`src/rtl/mem_rr_arb.sv`:
```
// Round-robin arbiter between N native valid/ready requesters and one memory master port.
// A bus watchdog aborts a stalled transaction and completes it with an error word.
//
// state | meaning
// IDLE  | no transaction in flight; the next owner is chosen from last+1 upward
// BUSY  | mem_* presented to the slave, waiting for mem_ready or the watchdog limit
module mem_rr_arb #(
  parameter int          N        = 4,
  parameter int          IDW      = 2,
  parameter int          TIMEOUT  = 1024,
  parameter logic [31:0] ERR_DATA = 32'hFFFF_FFFF
) (
  input  logic              clk,
  input  logic              rstn,
  input  logic [N-1:0]      req_valid,
  output logic [N-1:0]      req_ready,
  input  logic [N*32-1:0]   req_addr,
  input  logic [N*32-1:0]   req_wdata,
  input  logic [N*4-1:0]    req_wstrb,
  output logic [31:0]       req_rdata,
  output logic              mem_valid,
  input  logic              mem_ready,
  output logic [31:0]       mem_addr,
  output logic [31:0]       mem_wdata,
  output logic [3:0]        mem_wstrb,
  input  logic [31:0]       mem_rdata,
  output logic [IDW-1:0]    grant,
  output logic              timeout_err
);

  typedef enum logic {IDLE, BUSY} state_t;

  state_t         r_state, w_state_nxt;
  logic [IDW-1:0] r_last, r_grant;
  logic [15:0]    r_wdog;
  logic           r_mem_valid, r_tout;
  logic [31:0]    r_addr, r_wdata;
  logic [3:0]     r_wstrb;

  logic [IDW-1:0] w_pick;
  logic           w_any;
  logic [31:0]    w_addr, w_wdata;
  logic [3:0]     w_wstrb;
  logic           w_wdog_hit, w_done, w_abort;

  // Walk offsets from N down to 1 so the nearest requester after r_last wins.
  always_comb begin
    w_pick = '0;
    w_any  = 1'b0;
    for (int k = N; k >= 1; k--) begin
      if (req_valid[IDW'((int'(r_last) + k) % N)]) begin
        w_pick = IDW'((int'(r_last) + k) % N);
        w_any  = 1'b1;
      end
    end
  end

  always_comb begin
    w_addr  = '0;
    w_wdata = '0;
    w_wstrb = '0;
    for (int i = 0; i < N; i++) begin
      if (w_pick == IDW'(i)) begin
        w_addr  = req_addr[32*i +: 32];
        w_wdata = req_wdata[32*i +: 32];
        w_wstrb = req_wstrb[4*i +: 4];
      end
    end
  end

  // Completion strobes are suppressed while reset is asserted.
  assign w_wdog_hit = (TIMEOUT != 0) && (r_wdog == 16'(TIMEOUT - 1));
  assign w_done     = rstn && (r_state == BUSY) && (mem_ready || w_wdog_hit);
  assign w_abort    = w_done && !mem_ready;

  always_comb begin
    w_state_nxt = r_state;
    case (r_state)
      IDLE:    if (w_any)  w_state_nxt = BUSY;
      BUSY:    if (w_done) w_state_nxt = IDLE;
      default: w_state_nxt = IDLE;
    endcase
  end

  always_ff @(posedge clk) begin
    if (!rstn) r_state <= IDLE;
    else       r_state <= w_state_nxt;
  end

  always_ff @(posedge clk) begin
    if (!rstn) begin
      r_mem_valid <= 1'b0;
      r_addr      <= '0;
      r_wdata     <= '0;
      r_wstrb     <= '0;
      r_grant     <= '0;
      r_last      <= IDW'(N - 1);
      r_wdog      <= '0;
      r_tout      <= 1'b0;
    end else begin
      r_tout <= 1'b0;
      if (r_state == IDLE) begin
        if (w_any) begin
          r_mem_valid <= 1'b1;
          r_addr      <= w_addr;
          r_wdata     <= w_wdata;
          r_wstrb     <= w_wstrb;
          r_grant     <= w_pick;
          r_wdog      <= '0;
        end
      end else if (w_done) begin
        r_mem_valid <= 1'b0;
        r_last      <= r_grant;
        r_tout      <= w_abort;
      end else if (r_wdog != 16'hFFFF) begin
        r_wdog <= r_wdog + 16'd1;
      end
    end
  end

  assign req_ready   = w_done ? ({{(N-1){1'b0}}, 1'b1} << r_grant) : '0;
  assign req_rdata   = w_abort ? ERR_DATA : mem_rdata;
  assign mem_valid   = r_mem_valid;
  assign mem_addr    = r_addr;
  assign mem_wdata   = r_wdata;
  assign mem_wstrb   = r_wstrb;
  assign grant       = r_grant;
  assign timeout_err = r_tout;

endmodule

```
`config.mk`:
```
export PLATFORM = sky130hd
export DESIGN_NAME = mem_rr_arb
export DESIGN_NICKNAME = d
export VERILOG_FILES = /design/src/rtl/mem_rr_arb.sv
export SDC_FILE = /design/constraint.sdc
export NUM_CORES = 1
export LEC_CHECK = 0
export ABC_CLOCK_PERIOD_IN_PS = 2100
export BUFFER_PORTS_ARGS = -buffer_cell sky130_fd_sc_hd__buf_4
export CAP_MARGIN = 30
export CORE_AREA = 5 5 161 163
export DETAILED_ROUTE_END_ITERATION = 10
export DIE_AREA = 0 0 166 168
export PLACE_DENSITY_LB_ADDON = 0.3
export SKIP_LAST_GASP = 1
export SYNTH_ARGS = -nofsm -noshare
export SYNTH_HDL_FRONTEND = slang
export SYNTH_SLANG_ARGS = --single-unit
```
`constraint.sdc`:
```
create_clock -name clk -period 2.1 [get_ports clk]
set_input_delay 0.42 -clock clk [delete_from_list [all_inputs] [get_ports clk]]
set_output_delay 0.42 -clock clk [all_outputs]
set_load 0.02 [all_outputs]
```
### After elaboration in Yosys (flattened, before gate mapping)

Cells that the tools add are included.

| word-level totals | value |
|---|---|
| register bits | 91 |
| input port bits | 311 |
| output and inout port bits | 108 |
| word-level logic and storage cells | 84 |

| cells by class | value |
|---|---|
| add/subtract/negate cells | 5 |
| $lt $le $gt $ge | 4 |
| eq/ne operators | 8 |
| shift-type cells | 1 |
| mux-type cells | 44 |
| bitwise gates (word level) | 1 |
| reductions and logical operators | 12 |

Operators by type and width:

| operator | count |
|---|---|
| 32-bit two-way mux | 9 |
| 16-bit two-way mux | 4 |
| 4-bit two-way mux | 5 |
| 1-bit two-way mux | 17 |
| 16-bit by 1-bit adder with 16-bit output (second input constant) | 1 |
| 16-bit by 10-bit equality test with 1-bit output (second input constant) | 1 |
| 2-bit by 4-bit less-than comparator with 1-bit output (second input constant) | 4 |
| 16-bit != test (second input constant) | 1 |
| 1-bit binary-select mux with 2-bit select | 4 |
| 2-bit two-way mux | 4 |
| 2-bit AND reduction | 3 |
| 3-bit AND reduction | 2 |
| 2-bit by 1-bit adder with 2-bit output (second input constant) | 2 |
| 2-bit adder (second input constant) | 2 |
| 2-bit equality test (second input constant) | 2 |
| 2-bit by 1-bit != test with 1-bit output (second input constant) | 2 |
| 1-bit by 2-bit left shift with 4-bit output (first input constant) | 1 |
| 1-bit logical AND | 3 |
| 2-bit by 1-bit equality test with 1-bit output (second input constant) | 1 |
| 2-bit logical NOT | 1 |
| 2-bit != test (second input constant) | 1 |
| 1-bit case mux with 2 select lines | 1 |
| 2-bit nonzero test | 1 |
| 1-bit logical NOT | 1 |
| other kinds (2) | 2 |

### Depth between registers and ports, before layout

| logic depth | value |
|---|---|
| word-level depth | 13 |
| gate-level depth with buffers | 9 |
| depth with buffers taken out | 6 |

### Least setup slack after synthesis

OpenSTA, ideal clock, no wires.

| timing path | value |
|---|---|
| kind | reg2out |
| start | reg r_wdog[0] |
| end | out req_ready[1] |
| arrival time | 1.995 ns |
| required time | 1.680 ns |
| path slack | -0.315 ns |
| cell stages (with the launch flop) | 10 |
| buffers on the path | 3 |
| cell sequence | dfxtp_1 -> ha_1 -> and4_1 -> buf_2 -> nand4_1 -> a21oi_2 -> buf_6 -> buf_6 -> nand2_1 -> nor2_1 |

| on the way | value |
|---|---|
| cells in the longest elaborated chain, start to end | 4 |

Ends and longest elaborated chain:

| what | RTL line | source |
|---|---|---|
| start: declaration | 35 | `logic [15:0] r_wdog;` |
| start signal: assignment | 116 | `r_wdog <= r_wdog + 16'd1;` |
| 16-bit by 10-bit equality test with 1-bit output | 72 | `assign w_wdog_hit = (TIMEOUT != 0) && (r_wdog == 16'(TIMEOUT - 1));` |
| 1-bit logical OR | 73 | `assign w_done = rstn && (r_state == BUSY) && (mem_ready \|\| w_wdog_hit);` |
| 1-bit logical AND | 73 |  |
| 4-bit two-way mux | 121 | `assign req_ready = w_done ? ({{(N-1){1'b0}}, 1'b1} << r_grant) : '0;` |
| end: declaration | 16 | `output logic [N-1:0] req_ready,` |

No other way between the ends.

### Worst setup path after layout

| timing path | value |
|---|---|
| start | reg r_wdog[1] |
| end | out req_rdata[18] |

| on the way | value |
|---|---|
| cells in the longest elaborated chain, start to end | 5 |

Ends and longest elaborated chain:

| what | RTL line | source |
|---|---|---|
| 16-bit by 10-bit equality test with 1-bit output | 72 |  |
| 1-bit logical OR | 73 |  |
| 1-bit logical AND | 73 |  |
| 1-bit logical AND | 74 | `assign w_abort = w_done && !mem_ready;` |
| 32-bit two-way mux | 122 | `assign req_rdata = w_abort ? ERR_DATA : mem_rdata;` |
| end: declaration | 20 | `output logic [31:0] req_rdata,` |

No other way between the ends.

==> results_dict.tcl <==
set metrics [dict create \
    status "complete, but fails checks" \
    violations "negative setup slack" \
    grt_pass1_wl_um 35600 \
    grt_overflow 0 \
    core_sq_um 24200 \
    ys_ff_latch 91 \
    drtAntennaViolNets 0 \
    maxSlewHeadroom_pct 55.0 \
    required_ns 1.68 \
    p_sw_mw 1.82 \
    synth_edf_count 0 \
    ys_async_sr_fraction_pct 0 \
    cts_tree "yes" \
    wl_met2_um 12400 \
    internal-power_mw 3.99 \
    maxCapViolCount 0 \
    period_minus_slack_ns 2.36 \
    postSynthNetCount 881 \
    final_cell_mix "buf_4 (452), mux2i_1 (139), dfxtp_1 (89), nand2_1 (81), o221ai_1 (68)" \
    hp-class "in -> reg" \
    worstPathBufferInverterCount 2 \
    yosysWarnings 0 \
    fmax_ghz 0.424 \
    antenna_found_initial 0 \
    dp.cells 1311 \
    detailedRoute.firstPassIterationCount 5 \
    drv_slew 0 \
    pin_count 419 \
    cpPeakStageDelay_ns 0.35 \
    dp_slack_ns -0.112 \
    final.setup.worst_slack_ns -0.256 \
    numPortBuffers 418 \
    grt_use_total_pct 15.9 \
    avgSynthCellArea_sq_um 9.26 \
    clk_latency_ns 0.34 \
    hpwl_um 19200 \
    power_density_nw_per_um2 610 \
    wl_met1_um 9460 \
    arrival_ns 1.94 \
    stdcell_count 1327 \
    grt_max_degree 37 \
    synth_area_sq_um 5270 \
    crit_family "simple AND/OR/NAND/NOR gates" \
    multiInputGateArea_sq_um 3300 \
    clock_power_share_pct 29.5 \
    seq_area_sq_um 1820 \
    setup_violations 36 \
    ys.flop_type "dfxtp_1" \
    path_class "reg -> out" \
    routed.top_layer "met4" \
    p_seq_share_pct 34.8 \
    rsz0062_at_grt "true" \
    dr_wl_met3_um 1990 \
    synth-seq-area-share_pct 34.6 \
    place_congestion 0.851 \
    final_nets 1310 \
    root_buffer "clkbuf_16" \
    numClockSinks 91 \
    n_antenna_cell 0 \
    rows 57 \
    die_h_um 168 \
    wl_per_cell_um 18.0 \
    synth_cell_types 43 \
    drive_above_1_share_pct 53.6 \
    dieArea_sq_um 27900 \
    crit_slowest_cell "dfxtp_2" \
    p_leak_nw 4.51 \
    num_vias 6112 \
    vias_per_cell 4.61 \
    path_clk_slew_ns 0.07 \
    end_kind "output port" \
    initial_core_util_pct 21.8 \
    ctsHoldBuffers 0 \
    path_cells "ha_4 > and4_4 > nand4_1 > nor3_2 > buf_12 > or2_2 > buf_4" \
    drtIter0Drc 251 \
    drc 0 \
    fillers 2454 \
    die_width_um 166 \
    power_frac_comb_pct 35.7 \
    clock_path_buffers 2 \
    swShare_pct 31.4 \
    grt_pass1_vias 6127 \
    skew_ns 0.00457 \
    hold_violations 0 \
    wirelength_um 23900 \
    tightest_slew_ns 0.667 \
    cts_buffers 9 \
    htree_levels 3 \
    worstPathMaxFanout 32 \
    syn_inst 569 \
    start_kind "flop" \
    mostFrequentLayoutCell "buf_4" \
    area_growth_pct 80.7 \
    finalCritPeriodShare_pct 112 \
    ir_drop_mv 0.335 \
]
==> cell families after synthesis <==
| logic type | share of synthesized area (%) |
|---|---|
| simple gates | 17.1 |
| mux | 26.4 |
| compound gates | 16.9 |
| flops | 34.6 |
| buf+inv | 4.82 |
| fa+ha+maj | 0.237 |
==> synthesized netlist by cell type, types with 2 or more instances <==
cell type / number / area (sq um)
a21boi_0: 3 / 22.5
dfxtp_1: 91 / 1820
and3_1: 4 / 25.0
or2_2: 36 / 225
nand2b_1: 2 / 12.5
nand4_1: 8 / 50.1
a21o_1: 2 / 15.0
nand2_1: 82 / 308
nor2b_1: 3 / 18.8
buf_2: 23 / 115
o31ai_1: 10 / 75.1
nor3_1: 3 / 15.0
buf_6: 4 / 45.0
mux2i_1: 139 / 1390
nor2_1: 10 / 37.5
nor4_1: 4 / 25.0
or4_1: 10 / 75.1
inv_1: 2 / 7.51
o21ai_0: 5 / 25.0
clkbuf_1: 21 / 78.8
nor3b_1: 2 / 15.0
nand3_1: 6 / 30.0
o221ai_1: 68 / 596
a21oi_1: 11 / 55.1
o22a_1: 2 / 17.5
==> state kept, by name, indices dropped and copies added, names as in the netlist <==
name,count
mem_wstrb,4
r_wdog,16
timeout_err,1
r_last,2
mem_addr,32
mem_valid,1
grant,2
r_state,1
mem_wdata,32
==> cell type report <==
class                   count  area share [%]
flip-flops and latches     91            19.2
multi-input cells         427            34.7
inverters                   2          0.0789
clock buffers              11            2.55
clock inverters             5           0.631
repair buffers            467            38.6
well taps                 324            4.26
==> metrics by stage <==
stage / area, sq um / hold WS, ns / TNS, ns / total power, mW / utilization, %
6_report: 9520 / 0.267 / -8.60 / 5.81 / 39.4
5_1_grt: 9520 / 0.255 / -12.44 / 6.10 / 39.4
4_1_cts: 9510 / 0.241 / -10.12 / 5.91 / 39.3
3_5_place_dp: 9180 / 0.448 / -0.273 / 4.15 / 38.0
3_3_place_gp: 9180 / 0.445 / -0.108 / 4.14 / 38.0
2_1_floorplan: 5320 / 0.443 / -0.521 / 3.03 / -
==> metal layers <==
| metal | up-vias | GRT usage [%] |
|---|---|---|
| li1 | 3012 | - |
| met1 | 2826 | 18.6 |
| met2 | 266 | 28.7 |
| met3 | 8 | 5.46 |
| met4 | 0 | 2.73 |
| met5 | - | 0 |
==> worst reg2reg max path, cell delays in order (launching register included) <==
cell and delay, ns:
dfxtp_2 0.34, ha_4 0.16, and4_4 0.14, nand4_1 0.20
buf_4 0.16, a21oi_4 0.06, buf_6 0.18, or4_1 0.52
a21oi_1 0.18
==> worst paths after layout <==
check | from | endpoint | slack (ns) | depth (start not counted)
setup / recovery | r_wdog[1] | req_rdata[18] | -0.26 | 7
hold / removal | mem_ready | timeout_err | 0.27 | 2
setup reg to reg | r_wdog[1] | r_wdog[14] | 0.11 | 8
hold reg to reg | mem_addr[23] | mem_addr[23] | 0.47 | 2
==> power groups by stage <==
stage | registers, mW | clock network (mW) | logic [mW]
final | 2.02 | 1.71 | 2.07
after global routing | 2.04 | 1.84 | 2.21
after CTS | 2.02 | 1.79 | 2.10
after detailed placement | 2.05 | 0 | 2.10
after global placement | 2.05 | 0 | 2.09
after floorplan | 2.25 | 0 | 0.776
==> repair_timing <==
item / 4_1_cts / 5_1_grt
gates resized for setup: 4 / 3
pin swaps: 1 / 1
buffers inserted: 1 / 0
endpoints found under the setup margin: 36 / 51
cloned: 0 / 0
No activity file was read; power rests on OpenSTA's default activity.
